## config.mk

```make
export PLATFORM = sky130hd
export DESIGN_NAME = immediate_generator
export DESIGN_NICKNAME = d
export VERILOG_FILES = /design/src/rtl/immediate_generator.sv
export SDC_FILE = /design/constraint.sdc
export NUM_CORES = 1
export LEC_CHECK = 0
export ABC_AREA = 1
export CAP_MARGIN = 20
export CORE_MARGIN = 1.5
export CORE_UTILIZATION = 37
export DETAILED_ROUTE_END_ITERATION = 6
export PLACE_DENSITY_LB_ADDON = 0.05
export SLEW_MARGIN = 20
export SYNTH_ARGS = -nofsm -noshare
export SYNTH_HDL_FRONTEND = slang
export SYNTH_SLANG_ARGS = --single-unit
```

## constraint.sdc

```tcl
create_clock -name clk -period 1 [get_ports clk]
set_input_delay 0.1 -clock clk [delete_from_list [all_inputs] [get_ports clk]]
set_output_delay 0.1 -clock clk [all_outputs]
set_load 0.005 [all_outputs]
```

## src/rtl/immediate_generator.sv

```systemverilog
// RV32I decode-stage immediate generator: opcode-driven format classification
// with a combinational immediate and an enable-captured registered copy.
// Optional CSR zimm decoding is enabled by defining IMMGEN_CSR_EN.
module immediate_generator (
    input  logic        clk,
    input  logic        rst_n,
    input  logic [31:0] instr,
    input  logic        en,
    output logic [31:0] imm_out,
    output logic [2:0]  fmt,
    output logic [31:0] imm_q,
    output logic [2:0]  fmt_q,
    output logic        valid_q
);

    typedef enum logic [2:0] {
        FMT_NONE = 3'd0,
        FMT_I    = 3'd1,
        FMT_S    = 3'd2,
        FMT_B    = 3'd3,
        FMT_U    = 3'd4,
        FMT_J    = 3'd5,
        FMT_Z    = 3'd6
    } fmt_e;

    localparam logic [6:0] OP_IMM    = 7'b0010011;
    localparam logic [6:0] OP_LOAD   = 7'b0000011;
    localparam logic [6:0] OP_JALR   = 7'b1100111;
    localparam logic [6:0] OP_STORE  = 7'b0100011;
    localparam logic [6:0] OP_BRANCH = 7'b1100011;
    localparam logic [6:0] OP_LUI    = 7'b0110111;
    localparam logic [6:0] OP_AUIPC  = 7'b0010111;
    localparam logic [6:0] OP_JAL    = 7'b1101111;
    localparam logic [6:0] OP_SYSTEM = 7'b1110011;

    logic [6:0] opcode;
    fmt_e       fmt_sel;

    assign opcode = instr[6:0];

    always_comb begin
        fmt_sel = FMT_NONE;
        case (opcode)
            OP_IMM, OP_LOAD, OP_JALR: fmt_sel = FMT_I;
            OP_STORE:                 fmt_sel = FMT_S;
            OP_BRANCH:                fmt_sel = FMT_B;
            OP_LUI, OP_AUIPC:         fmt_sel = FMT_U;
            OP_JAL:                   fmt_sel = FMT_J;
`ifdef IMMGEN_CSR_EN
            // Only the immediate CSR forms (funct3[2] set) carry a zimm field.
            OP_SYSTEM:                fmt_sel = instr[14] ? FMT_Z : FMT_NONE;
`else
            OP_SYSTEM:                fmt_sel = FMT_NONE;
`endif
            default:                  fmt_sel = FMT_NONE;
        endcase
    end

    always_comb begin
        imm_out = 32'd0;
        case (fmt_sel)
            FMT_I: imm_out = {{20{instr[31]}}, instr[31:20]};
            FMT_S: imm_out = {{20{instr[31]}}, instr[31:25], instr[11:7]};
            FMT_B: imm_out = {{19{instr[31]}}, instr[31], instr[7],
                              instr[30:25], instr[11:8], 1'b0};
            FMT_U: imm_out = {instr[31:12], 12'b0};
            FMT_J: imm_out = {{11{instr[31]}}, instr[31], instr[19:12],
                              instr[20], instr[30:21], 1'b0};
            FMT_Z: imm_out = {27'b0, instr[19:15]};
            default: imm_out = 32'd0;
        endcase
    end

    assign fmt = fmt_sel;

    // valid_q marks only the cycle right after a capture; data holds otherwise.
    always_ff @(posedge clk or negedge rst_n) begin
        if (!rst_n) begin
            imm_q   <= 32'd0;
            fmt_q   <= 3'd0;
            valid_q <= 1'b0;
        end else if (en) begin
            imm_q   <= imm_out;
            fmt_q   <= fmt;
            valid_q <= 1'b1;
        end else begin
            valid_q <= 1'b0;
        end
    end

endmodule

```

==> results by group, run 1 <==
Setup path
  – Critical Path Most Common Cell: nand2_4
  – Buf/Inv on CP: 5
  – Delay-heaviest family, CP: buffers and inverters
  – Worst-path fanout max: 5
  – Crit-path max cell delay: 0.25 ns
  – CP Class: in -> out
  – Slowest cell on crit path: dlygate4sd2_1
  – Startpoint class of the critical path: primary input
  – Worst Setup End Kind: output port
  – Worst endpoint required time: 0.90 ns
  – CP Cell Sequence: buf_8 -> inv_4 -> nand2_4 -> nor2_4 -> buf_4 -> nand2_1 -> nand3_2 -> nand2_4 -> buf_6 -> nand2_2 -> dlygate4sd2_1
  – CP arrival: 1.37 ns

Power
  – Switching power: 0.979 mW
  – Cell internal pwr: 2.42 mW
  – Clock power frac: 29.5%
  – Part of the power in registers: 44.8%
  – Combinational group share of total power: 25.7%
  – P per Cell Area: 733 nW/um^2
  – Power after layout: 3.39 mW
  – Switching share of total power: 28.9%
  – VDD IR max: 0.546 mV
  – Pleak: 2.70 nW

Timing
  – RSZ-0062 raised after global routing: yes
  – Max-slew headroom: 77.1%
  – Setup ws final: -0.469 ns
  – Final clock skew: 0 ns
  – Setup violations, final: 61
  – Tmin final: 1.47 ns
  – Final Hold Vio Count: 0
  – Setup TNS: -15.43 ns
  – Fmax: 0.681 GHz
  – Slew Viols, Final: 0
  – Crit share post-route: 147%
  – Worst slew pin tran: 0.344 ns

Logic synthesis
  – Synthesized area per cell: 6.81 um^2
  – Mapped Area: 2160 um^2
  – Synth warn: 0
  – Mapped Nets: 352
  – Top cell type's share of synthesized area: 41.7%
  – Syn Inst Count: 317
  – Synth area leaders: dfrtp_1, nand2_1, nor2_1, nand2_2, nand3_1
  – Cell taking the most area after synthesis: dfrtp_1
  – Seq cells post-synth: 36
  – Distinct cells, synth: 21
  – Seq/Total Area, Yosys: 41.7%

Final layout
  – FILL cells: 334
  – Nets@finish: 563
  – Share of layout cells above drive strength 1: 56.4%
  – Area growth from synthesis to layout: 115%
  – Post-route design area: 4630 um^2
  – Fin util: 83.1%
  – Final antenna diode count: 0

Place
  – Post-DP HPWL: 5060 um
  – Gpl congestion: 0.810
  – Placed instance area: 3620 um^2
  – Port Buf Inserts: 105

GRT
  – Vias in the first global route: 2,958
  – First-pass GRT wire length: 13,800 um
  – Total GRT Usage: 28.4%
  – GRT overflow: 0
  – Initial antenna violation count: 0
  – Largest net degree at the start of global routing: 37

Clock tree
  – Longest Clk Path Bufs: 2
  – Clk slew on worst S/H paths: 0.07 ns
  – TritonCTS clock tree: built
  – Clk Latency, worst-skew pair: 0.29 ns
  – H-tree Lvls: 2
  – # clock sinks: 36
  – Number of buffers created by CTS: 5
  – Clock Root Buffer: clkbuf_8

Route
  – Initial DRC Count: 126
  – Routed vias/inst: 4.89
  – Vias: 2,936
  – Antenna-violating nets left: 0
  – DRC: 0
  – DRT Pass-1 Iters: 4
  – Total wire length: 9490 um
  – Wire length per cell: 15.8 um

Die
  – Area of the core: 5570 um^2
  – Full die area: 6300 um^2
  – IO Pins: 106
  – Chip width: 79.4 um
  – Initial Util: 38.7%
  – Row cnt: 27
  – Die H: 79.4 um

Worst hold path
  – Hold crit path type: in -> async

Run status
  – Failing checks: setup timing
  – Outcome: complete, but fails checks

Run
  – Maxcap violations: 0
==> Yosys cell counts (all sizes together) <==
| cell type | instances |
|---|---|
| buf | 10 |
| a31oi | 2 |
| clkbuf | 3 |
| clkinv | 1 |
| nor2 | 59 |
| o21ai | 3 |
| inv | 29 |
| nand4 | 1 |
| dfrtp | 36 |
| nand3 | 24 |
| nand2 | 149 |
==> per-layer routing <==
metal / track usage, % / wire length [um]
met3: 6.06 / 531
met2: 53.0 / 5180
met1: 32.1 / 3550
met4: 8.77 / 230
met5: 0 / 0
==> stage by stage <==
stage	hold slack [ns]	worst slack, ns	std cells
after CTS	0.298	-0.414	582
after global routing	0.334	-0.540	600
final	0.298	-0.469	600
after floorplan	-0.196	0.0115	317
after global placement	0.0813	-1.02	529
after detailed placement	0.0751	-1.05	529
==> cells in the final DEF, fill, tap and decap left out, types with 19 or more instances in the layout <==
cell / n
buf_2: 25
buf_4: 66
buf_6: 46
clkbuf_2: 22
clkdlybuf4s50_1: 25
dfrtp_1: 36
inv_1: 20
nand2_1: 92
nand2_2: 44
nor2_1: 19
nor2_4: 23
==> state kept, by name, indices dropped and copies added (netlist names) <==
| name | count |
|---|---|
| imm_q | 32 |
| fmt_q | 3 |
| valid_q | 1 |
==> worst paths after layout <==
path / startpoint / to / slack [ns] / depth (start not counted)
min reg2reg: imm_q[29]$_DFFE_PN0P_ / imm_q[29]$_DFFE_PN0P_ / 0.48 / 2
max reg2reg: fmt_q[0]$_DFFE_PN0P_ / fmt_q[0]$_DFFE_PN0P_ / 0.26 / 2
max in group asynchronous: rst_n / imm_q[25]$_DFFE_PN0P_ / 0.51 / 3
max: instr[2] / imm_out[27] / -0.47 / 11
min: rst_n / imm_q[1]$_DFFE_PN0P_ / 0.30 / 3
min in group clk: instr[30] / imm_q[10]$_DFFE_PN0P_ / 0.40 / 3
==> power by group through the flow <==
| stage | logic (mW) | clock network, mW | registers [mW] |
|---|---|---|---|
| floorplan | 0.191 | 0 | 1.55 |
| global placement | 0.650 | 0 | 1.55 |
| detailed placement | 0.657 | 0 | 1.55 |
| CTS | 0.776 | 1.02 | 1.52 |
| global route | 0.932 | 1.07 | 1.52 |
| finish | 0.872 | 1.00 | 1.52 |
==> worst reg2reg max path, stage by stage (launching register included) <==
cell and delay [ns]:
dfrtp_1 0.39, nor2_1 0.16, a31oi_2 0.06
==> logic make-up after synthesis <==
group / after synthesis / synth area share [%]
AO/OA/AOI/OAI: 5 / 1.27
buffers and inverters: 43 / 9.50
flip-flops: 36 / 41.7
AND/OR/NAND/NOR: 233 / 47.5
==> what timing repair did <==
| item | CTS | global route |
|---|---|---|
| endpoints found under the hold margin | 36 | 0 |
| hold buffers | 1 | 0 |
| pin swaps | 44 | 20 |
| endpoints found under the setup margin | 106 | 88 |
| gates cloned | 3 | 0 |
| resized for setup | 362 | 81 |
| buffers inserted | 47 | 20 |
==> layout make-up <==
class / count / area (um^2) / area share (%)
Timing Repair Buffer: 215 / 1900 / 41.1
Inverter: 30 / 133 / 2.86
Multi-Input combinational cell: 240 / 1530 / 33.0
Sequential cell: 36 / 901 / 19.4
Clock inverter: 1 / 5.00 / 0.108
Tap cell: 72 / 90.1 / 1.94
Clock buffer: 6 / 72.6 / 1.57
(Power assumes the default switching activity.)
==> inputs of run 2 (changes only) <==
--- a/config.mk
+++ b/config.mk
@@ -11,7 +11,6 @@
 export CORE_UTILIZATION = 37
 export DETAILED_ROUTE_END_ITERATION = 6
 export PLACE_DENSITY_LB_ADDON = 0.05
-export SLEW_MARGIN = 20
 export SYNTH_ARGS = -nofsm -noshare
 export SYNTH_HDL_FRONTEND = slang
 export SYNTH_SLANG_ARGS = --single-unit
==> results of run 2 <==
No change in the layout: final DEF, timing and power equal those of run 1.
